<file path="src/rtl/nanorv32_tcm_arbiter_if.sv">
// -----------------------------------------------------------------------------
// nanorv32_tcm_arbiter_if
//
// One requester port of the nanorv32 code-TCM arbiter. There is one instance
// each for instruction fetch, the CPU data port and the loader/debug host.
//
//   req    master -> slave  request; held stable with addr/we/wdata/wstrb until gnt
//   addr   master -> slave  byte address, bits [1:0] ignored
//   we     master -> slave  write enable (the fetch port never writes)
//   wdata  master -> slave  write data
//   wstrb  master -> slave  byte strobes, only meaningful when we=1
//   gnt    slave  -> master request accepted this cycle (combinational)
//   rvalid slave  -> master read data valid, one cycle after a granted read
//   rdata  slave  -> master read data, zero whenever rvalid is low
// -----------------------------------------------------------------------------
interface nanorv32_tcm_arbiter_if #(
    parameter int ADDR_WIDTH = 16,
    parameter int DATA_WIDTH = 32
);
    logic                    req;
    logic [ADDR_WIDTH-1:0]   addr;
    logic                    we;
    logic [DATA_WIDTH-1:0]   wdata;
    logic [DATA_WIDTH/8-1:0] wstrb;
    logic                    gnt;
    logic                    rvalid;
    logic [DATA_WIDTH-1:0]   rdata;

    modport master (
        output req, addr, we, wdata, wstrb,
        input  gnt, rvalid, rdata
    );

    modport slave (
        input  req, addr, we, wdata, wstrb,
        output gnt, rvalid, rdata
    );
endinterface

</file>
<file path="src/rtl/nanorv32_tcm_arbiter.sv">
// -----------------------------------------------------------------------------
// nanorv32_tcm_arbiter
//
// Shares the single-port nanorv32 code TCM between instruction fetch, the CPU
// data port and the program loader/debug host. The loader always wins; while
// ld_lock is high the CPU ports are locked out. Fetch and data share the
// remaining slots round-robin. Grants are combinational; read data comes back
// one cycle after the grant and is steered to the port that issued the read.
//
// Ports:
//   clk        system clock, rising edge
//   rst        synchronous reset, active-high
//   if_port    fetch requester (read-only; write fields ignored)
//   dp_port    CPU data requester
//   ld_port    loader/debug requester
//   ld_lock    loader holds exclusive ownership of the memory
//   mem_cs     memory access this cycle
//   mem_we     byte write enables, zero for reads
//   mem_addr   word address
//   mem_wdata  write data
//   mem_rdata  read data, valid the cycle after a read access
// -----------------------------------------------------------------------------
module nanorv32_tcm_arbiter #(
    parameter int ADDR_WIDTH = 16,
    parameter int DATA_WIDTH = 32
) (
    input  logic                    clk,
    input  logic                    rst,
    nanorv32_tcm_arbiter_if.slave   if_port,
    nanorv32_tcm_arbiter_if.slave   dp_port,
    nanorv32_tcm_arbiter_if.slave   ld_port,
    input  logic                    ld_lock,
    output logic                    mem_cs,
    output logic [DATA_WIDTH/8-1:0] mem_we,
    output logic [ADDR_WIDTH-3:0]   mem_addr,
    output logic [DATA_WIDTH-1:0]   mem_wdata,
    input  logic [DATA_WIDTH-1:0]   mem_rdata
);

    // Which port is owed read data in the current cycle.
    typedef enum logic [1:0] {
        OWN_NONE,
        OWN_IF,
        OWN_DP,
        OWN_LD
    } owner_e;

    owner_e rd_owner, rd_owner_nxt;
    logic   rr_last, rr_last_nxt;   // 0: fetch served last, 1: data served last
    logic   if_gnt, dp_gnt, ld_gnt;
    logic   cpu_ok;

    // The fetch port is read-only and byte-offset bits never reach the word
    // address; collecting them here documents that they are ignored on purpose.
    logic unused_bits;
    assign unused_bits = ^{if_port.we, if_port.wdata, if_port.wstrb,
                           if_port.addr[1:0], dp_port.addr[1:0], ld_port.addr[1:0]};

    // ------------------------------------------------------------------
    // Grant decision
    // ------------------------------------------------------------------
    always_comb begin
        // NOTE: every signal written in a combinational block gets a value on
        // every path (defaults first), otherwise synthesis infers a latch.
        ld_gnt = 1'b0;
        if_gnt = 1'b0;
        dp_gnt = 1'b0;
        cpu_ok = 1'b0;
        if (!rst) begin
            ld_gnt = ld_port.req;
            cpu_ok = !ld_port.req && !ld_lock;
            // Under contention the port that was not served last wins.
            if_gnt = cpu_ok && if_port.req && (!dp_port.req ||  rr_last);
            dp_gnt = cpu_ok && dp_port.req && (!if_port.req || !rr_last);
        end
    end

    assign if_port.gnt = if_gnt;
    assign dp_port.gnt = dp_gnt;
    assign ld_port.gnt = ld_gnt;

    // ------------------------------------------------------------------
    // Memory-side mux: only the granted port drives the macro
    // ------------------------------------------------------------------
    always_comb begin
        mem_cs    = if_gnt || dp_gnt || ld_gnt;
        mem_we    = '0;
        mem_addr  = '0;
        mem_wdata = '0;
        if (ld_gnt) begin
            mem_addr  = ld_port.addr[ADDR_WIDTH-1:2];
            mem_wdata = ld_port.wdata;
            mem_we    = ld_port.we ? ld_port.wstrb : '0;
        end else if (dp_gnt) begin
            mem_addr  = dp_port.addr[ADDR_WIDTH-1:2];
            mem_wdata = dp_port.wdata;
            mem_we    = dp_port.we ? dp_port.wstrb : '0;
        end else if (if_gnt) begin
            mem_addr  = if_port.addr[ADDR_WIDTH-1:2];
        end
    end

    // ------------------------------------------------------------------
    // Next state: round-robin pointer and pending-read owner
    // ------------------------------------------------------------------
    always_comb begin
        rr_last_nxt  = rr_last;
        rd_owner_nxt = OWN_NONE;
        // Loader grants deliberately leave the round-robin pointer alone.
        if (if_gnt) begin
            rr_last_nxt = 1'b0;
        end else if (dp_gnt) begin
            rr_last_nxt = 1'b1;
        end
        // A no-op write (we=1, wstrb=0) is still a write: no read data owed.
        if (ld_gnt && !ld_port.we) begin
            rd_owner_nxt = OWN_LD;
        end else if (dp_gnt && !dp_port.we) begin
            rd_owner_nxt = OWN_DP;
        end else if (if_gnt) begin
            rd_owner_nxt = OWN_IF;
        end
    end

    always_ff @(posedge clk) begin
        // NOTE: state registers use non-blocking assignments so every flop
        // samples the pre-edge value, independent of statement order.
        if (rst) begin
            rr_last  <= 1'b1;        // fetch wins the first contention
            rd_owner <= OWN_NONE;
        end else begin
            rr_last  <= rr_last_nxt;
            rd_owner <= rd_owner_nxt;
        end
    end

    // ------------------------------------------------------------------
    // Read return: steer mem_rdata to the owner only. Gating with rst drops a
    // read that was still pending when reset arrived.
    // ------------------------------------------------------------------
    always_comb begin
        if_port.rvalid = 1'b0;
        dp_port.rvalid = 1'b0;
        ld_port.rvalid = 1'b0;
        if_port.rdata  = '0;
        dp_port.rdata  = '0;
        ld_port.rdata  = '0;
        if (!rst) begin
            case (rd_owner)
                OWN_IF: begin
                    if_port.rvalid = 1'b1;
                    if_port.rdata  = mem_rdata;
                end
                OWN_DP: begin
                    dp_port.rvalid = 1'b1;
                    dp_port.rdata  = mem_rdata;
                end
                OWN_LD: begin
                    ld_port.rvalid = 1'b1;
                    ld_port.rdata  = mem_rdata;
                end
                default: ;
            endcase
        end
    end

endmodule

</file>
<file path="src/flat_wrapper.sv">
// flat-port wrapper written by rule: the top's interface ports become plain ports
module nanorv32_tcm_arbiter_flat 
#(
    parameter int ADDR_WIDTH = 16,
    parameter int DATA_WIDTH = 32
)
  (clk, rst, ld_lock, mem_cs, mem_we, mem_addr, mem_wdata, mem_rdata, if_port_req, if_port_addr, if_port_we, if_port_wdata, if_port_wstrb, if_port_gnt, if_port_rvalid, if_port_rdata, dp_port_req, dp_port_addr, dp_port_we, dp_port_wdata, dp_port_wstrb, dp_port_gnt, dp_port_rvalid, dp_port_rdata, ld_port_req, ld_port_addr, ld_port_we, ld_port_wdata, ld_port_wstrb, ld_port_gnt, ld_port_rvalid, ld_port_rdata);
  nanorv32_tcm_arbiter_if #(.ADDR_WIDTH(ADDR_WIDTH), .DATA_WIDTH(DATA_WIDTH)) if_port_i ();
  nanorv32_tcm_arbiter_if #(.ADDR_WIDTH(ADDR_WIDTH), .DATA_WIDTH(DATA_WIDTH)) dp_port_i ();
  nanorv32_tcm_arbiter_if #(.ADDR_WIDTH(ADDR_WIDTH), .DATA_WIDTH(DATA_WIDTH)) ld_port_i ();
  input  logic clk;
  input  logic rst;
  input  logic ld_lock;
  output logic mem_cs;
  output logic [DATA_WIDTH/8-1:0] mem_we;
  output logic [ADDR_WIDTH-3:0] mem_addr;
  output logic [DATA_WIDTH-1:0] mem_wdata;
  input  logic [DATA_WIDTH-1:0] mem_rdata;
  input wire logic [$bits(if_port_i.req)-1:0] if_port_req;
  input wire logic [$bits(if_port_i.addr)-1:0] if_port_addr;
  input wire logic [$bits(if_port_i.we)-1:0] if_port_we;
  input wire logic [$bits(if_port_i.wdata)-1:0] if_port_wdata;
  input wire logic [$bits(if_port_i.wstrb)-1:0] if_port_wstrb;
  output wire logic [$bits(if_port_i.gnt)-1:0] if_port_gnt;
  output wire logic [$bits(if_port_i.rvalid)-1:0] if_port_rvalid;
  output wire logic [$bits(if_port_i.rdata)-1:0] if_port_rdata;
  input wire logic [$bits(dp_port_i.req)-1:0] dp_port_req;
  input wire logic [$bits(dp_port_i.addr)-1:0] dp_port_addr;
  input wire logic [$bits(dp_port_i.we)-1:0] dp_port_we;
  input wire logic [$bits(dp_port_i.wdata)-1:0] dp_port_wdata;
  input wire logic [$bits(dp_port_i.wstrb)-1:0] dp_port_wstrb;
  output wire logic [$bits(dp_port_i.gnt)-1:0] dp_port_gnt;
  output wire logic [$bits(dp_port_i.rvalid)-1:0] dp_port_rvalid;
  output wire logic [$bits(dp_port_i.rdata)-1:0] dp_port_rdata;
  input wire logic [$bits(ld_port_i.req)-1:0] ld_port_req;
  input wire logic [$bits(ld_port_i.addr)-1:0] ld_port_addr;
  input wire logic [$bits(ld_port_i.we)-1:0] ld_port_we;
  input wire logic [$bits(ld_port_i.wdata)-1:0] ld_port_wdata;
  input wire logic [$bits(ld_port_i.wstrb)-1:0] ld_port_wstrb;
  output wire logic [$bits(ld_port_i.gnt)-1:0] ld_port_gnt;
  output wire logic [$bits(ld_port_i.rvalid)-1:0] ld_port_rvalid;
  output wire logic [$bits(ld_port_i.rdata)-1:0] ld_port_rdata;
  assign if_port_i.req = if_port_req;
  assign if_port_i.addr = if_port_addr;
  assign if_port_i.we = if_port_we;
  assign if_port_i.wdata = if_port_wdata;
  assign if_port_i.wstrb = if_port_wstrb;
  assign if_port_gnt = if_port_i.gnt;
  assign if_port_rvalid = if_port_i.rvalid;
  assign if_port_rdata = if_port_i.rdata;
  assign dp_port_i.req = dp_port_req;
  assign dp_port_i.addr = dp_port_addr;
  assign dp_port_i.we = dp_port_we;
  assign dp_port_i.wdata = dp_port_wdata;
  assign dp_port_i.wstrb = dp_port_wstrb;
  assign dp_port_gnt = dp_port_i.gnt;
  assign dp_port_rvalid = dp_port_i.rvalid;
  assign dp_port_rdata = dp_port_i.rdata;
  assign ld_port_i.req = ld_port_req;
  assign ld_port_i.addr = ld_port_addr;
  assign ld_port_i.we = ld_port_we;
  assign ld_port_i.wdata = ld_port_wdata;
  assign ld_port_i.wstrb = ld_port_wstrb;
  assign ld_port_gnt = ld_port_i.gnt;
  assign ld_port_rvalid = ld_port_i.rvalid;
  assign ld_port_rdata = ld_port_i.rdata;
  nanorv32_tcm_arbiter #(.ADDR_WIDTH(ADDR_WIDTH), .DATA_WIDTH(DATA_WIDTH)) u_core (.clk(clk), .rst(rst), .if_port(if_port_i), .dp_port(dp_port_i), .ld_port(ld_port_i), .ld_lock(ld_lock), .mem_cs(mem_cs), .mem_we(mem_we), .mem_addr(mem_addr), .mem_wdata(mem_wdata), .mem_rdata(mem_rdata));
endmodule
</file>
<file path="config.mk">
export PLATFORM = sky130hd
export DESIGN_NAME = nanorv32_tcm_arbiter_flat
export DESIGN_NICKNAME = d
export VERILOG_FILES = /design/src/rtl/nanorv32_tcm_arbiter_if.sv /design/src/rtl/nanorv32_tcm_arbiter.sv /design/src/flat_wrapper.sv
export SDC_FILE = /design/constraint.sdc
export NUM_CORES = 1
export LEC_CHECK = 0
export CAP_MARGIN = 0
export CORE_AREA = 4 4 133 135
export CTS_CLUSTER_SIZE = 12
export DETAILED_ROUTE_END_ITERATION = 16
export DIE_AREA = 0 0 137 139
export PLACE_DENSITY = 0.56
export SETUP_SLACK_MARGIN = 0.05
export SLEW_MARGIN = 5
export SYNTH_ARGS = -nofsm -noshare
export SYNTH_HDL_FRONTEND = slang
export SYNTH_SLANG_ARGS = --single-unit
</file>
<file path="constraint.sdc">
create_clock -name clk -period 1.96 [get_ports clk]
set_input_delay 0.392 -clock clk [delete_from_list [all_inputs] [get_ports clk]]
set_output_delay 0.392 -clock clk [all_outputs]
set_load 0.05 [all_outputs]
</file>
==> flow_results.org <==
** Setup path
- Critical Path Start Type :: input pin
- STA classifies the critical path endpoint as an output port.
- Across all register-to-register paths, the minimum setup slack is approximately 640 ps.
- In this run the worst path has a maximum fanout of 6.
- For the worst setup path, the data required time is roughly 1600 ps.
- Critical path data arrival time :: between 1500 and 2000 ps
- The worst setup path is of the input pin to output port kind.

** Routing
- The routed design has 14.5 mm of wire.
- Detailed routing inserted a total of roughly 3100 vias.
- In the routed design, unresolved DRC markers number 0.
- In this run the remaining antenna-violating nets after routing total 0.
- For this run, the detailed router's first-pass iteration total came to 5.
- After the first detailed-routing iteration, the DRC count stood at 44.
- Via-per-instance ratio :: 3.98
- Detailed-route wire length per cell :: roughly 19 um

** Timing
- Final Worst Setup Slack :: -252 ps
- Final Critical Period :: between 2000 and 2500 ps
- Number of failing hold endpoints at the final stage :: 0
- Final period util :: 1.13
- Worst rel slew slack :: 0.818
- Number of setup violations in the final report :: between 80 and 90
- Final Max Slew Viols :: 0
- Fmax :: around 450 MHz
- Clock skew on the completed layout was measured at between 0.03 and 0.04 ps.
- Setup repair after global routing could not meet its margin everywhere.
- At the pin with the least slew margin, the transition time is between 200 and 300 ps.

** Die
- Total core area :: between 15000 and 20000 sq um
- Count of pins on the block boundary :: 350
- For this configuration, the core starts out at a cell density of 0.0875.
- After floorplanning, the core was divided into 47 placement rows.
- Measured along the x axis, the die boundary spans about 140 um.
- Die area :: ~19000 sq um
- Measured along the y axis, the die boundary spans around 140 um.

** Power
- Pwr/cell area :: approximately 240 nW/um^2
- Leakage component of the power :: roughly 3.1 nW
- Max VDD drop :: 0.000126 V

** Place
- Weighted congestion at the end of routability-driven global placement :: between 0.7 and 0.8
- In this run the tool buffered the top-level ports with 306 buffer cells.
- After legalization and detailed placement, the total HPWL measured ~11 mm.
- Instance area at placement :: ~6700 sq um
- Inst Count DP :: roughly 730

** Synthesis
- Post-Synthesis Cell Area :: 1440 sq um
- After synthesis, the netlist uses 25 different library cells.
- Number of enable flip-flop cells after synthesis :: 0
- Number of synthesis warnings :: 0
- Post-Synthesis Net Count :: around 400
- FF+latch count, synth :: 3
- Sequential cell area fraction in the yosys report :: 0.0417
- Counting flops with an async set or reset pin after synthesis yields a share of 0.
- Synthesis handed over a netlist of 200 instances.
- Most used flip-flop cell after synthesis :: sky130_fd_sc_hd__dfxtp_1
- In this run the mean area of a mapped cell was 7.21 sq um.

** Clock tree
- Clock net sink count :: 3
- Counting the buffers created by CTS gives 3.
- Counting along the longest clock path gives a buffer depth of 2.
- Source-to-sink clock delay at the later pin of the worst-skew pair :: 220 ps
- Clock-pin slew was measured on the worst setup and hold paths at roughly 30 ps.
- TritonCTS built the clock tree.
- Buffer cell driving the clock tree root :: sky130_fd_sc_hd__clkbuf_16
- In this run, post-CTS hold repair placed 0 buffers.
- Number of H-tree levels :: 1

** Final layout
- The number of antenna diodes in the final layout is 0.
- After routing the design area is 7600 sq um.
- Summing all flip-flop and latch instances after layout gives around 63 sq um.
- In the final design database the tool counted between 700 and 800 nets.
- Fill cell total of the finished layout :: between 1000 and 1500
- Synth-to-layout area growth :: 427%
- Share of final-layout standard cells stronger than drive strength 1 :: 0.649
- The count of cells in the finished layout, fillers not included, comes to roughly 770.
- In the final layout, the multi-input gates occupy around 1700 sq um.

** Hold path
- Min-delay worst type :: register to register

** Global route
- Overall fraction of global-route tracks in use :: 0.146
- The first global-routing pass estimated roughly 21 mm of wire.
- The via count of the first global-routing pass was approximately 3400.
- Antenna violations before repair :: 0
- Largest net degree at the start of global routing :: 23
- Global routing finished with a remaining overflow of 0.

** Run status
- Result of the run :: finished, violations left
- Failing checks :: setup timing

** Run
- Max-cap violations in this run came to 0.
[sequential cells by signal (all words and copies together), names as in the netlist]
name             count
u_core.rd_owner      2
u_core.rr_last       1
[cell usage after synthesis, types with 2 or more instances]
cell	count	area, sq um
sky130_fd_sc_hd__a221o_1	14	140
sky130_fd_sc_hd__a22o_1	32	280
sky130_fd_sc_hd__a32o_1	4	40.0
sky130_fd_sc_hd__and2_0	14	87.6
sky130_fd_sc_hd__and2_1	96	601
sky130_fd_sc_hd__buf_1	2	7.51
sky130_fd_sc_hd__buf_2	5	25.0
sky130_fd_sc_hd__buf_4	3	22.5
sky130_fd_sc_hd__clkbuf_1	10	37.5
sky130_fd_sc_hd__dfxtp_1	3	60.1
sky130_fd_sc_hd__nor3b_1	2	15.0
sky130_fd_sc_hd__or3b_1	2	17.5
[final timing paths]
kind / startpoint / to / depth (start not counted)
hold reg to reg: u_core.rr_last / u_core.rr_last / 2
hold / removal: u_core.rr_last / u_core.rr_last / 2
setup reg to reg: u_core.rr_last / u_core.rd_owner[0] / 6
setup / recovery: ld_port_req / mem_addr[6] / 8
[layout make-up]
class	instances	share of cell area
Timing Repair Buffer	362	0.716
Sequential cell	3	0.00824
Tap cell	220	0.0362
Multi-Input combinational cell	175	0.226
Clock buffer	4	0.0104
Inverter	2	0.00198
Timing Repair inverter	1	0.000988
[cells by family after synthesis]
family                 Yosys count  synth area share
and+or+nand+nor                120             0.533
DFF                              3            0.0417
buffers and inverters           22            0.0694
AOI/OAI and AO/OA               55             0.356
[layer usage]
layer	wire length [um]	track usage	vias up
li1	-	-	1422
met1	4980	0.153	1452
met2	8160	0.286	171
met3	1260	0.0425	10
met4	124	0.0247	0
met5	0	0	-
[metrics by stage]
| step | total power, mW | setup slack, ps | setup TNS (ps) | hold slack [ps] | utilization |
|---|---|---|---|---|---|
| after detailed placement | 1.37 | -622 | -55320 | 608 | 0.405 |
| after CTS | 1.85 | -304 | -14220 | 579 | 0.465 |
| after global placement | 1.35 | -573 | -52720 | 611 | 0.405 |
| final | 1.82 | -252 | -13100 | 632 | 0.461 |
| after global routing | 1.89 | -308 | -17850 | 679 | 0.461 |
| after floorplan | 0.548 | -120 | -1550 | 480 | - |
[cells in the final DEF (no fill, tap or decap), types with 2 or more instances in the layout]
master                            netlist  layout
sky130_fd_sc_hd__a221o_2                0      14
sky130_fd_sc_hd__a22o_2                 0      15
sky130_fd_sc_hd__a22o_4                 0      17
sky130_fd_sc_hd__a32o_2                 0       4
sky130_fd_sc_hd__and2_0                14      14
sky130_fd_sc_hd__and2_1                96      23
sky130_fd_sc_hd__and2_4                 0      73
sky130_fd_sc_hd__buf_12                 0     164
sky130_fd_sc_hd__buf_16                 0       9
sky130_fd_sc_hd__buf_4                  3      15
sky130_fd_sc_hd__buf_6                  0      17
sky130_fd_sc_hd__buf_8                  0       6
sky130_fd_sc_hd__clkbuf_16              0       4
sky130_fd_sc_hd__clkdlybuf4s50_1        0     148
sky130_fd_sc_hd__dfxtp_2                0       2
sky130_fd_sc_hd__nor3b_4                0       2
sky130_fd_sc_hd__or3b_4                 0       2
[timing repair]
item                       in CTS  in global routing
setup endpoints to repair     153                127
gates cloned                   15                  1
setup buffers                  24                  3
gates resized for setup       132                 21
pin swaps                      34                 17
[report_power, final]
part,switching (mW),internal (mW),leakage [nW]
sequential,0.00521,0.0655,0.0254
clock,0.0546,0.268,0.0382
combinational,0.613,0.814,3.08
total,0.673,1.15,3.14
[worst max-delay path, stage by stage]
cell and delay, ps:
sky130_fd_sc_hd__buf_6 90, sky130_fd_sc_hd__or3b_4 410, sky130_fd_sc_hd__a211oi_4 210, sky130_fd_sc_hd__buf_6 150, sky130_fd_sc_hd__buf_6 120, sky130_fd_sc_hd__buf_16 120
sky130_fd_sc_hd__a221o_2 170, sky130_fd_sc_hd__buf_12 140
Note: power is estimated with default switching activity, not from simulation.
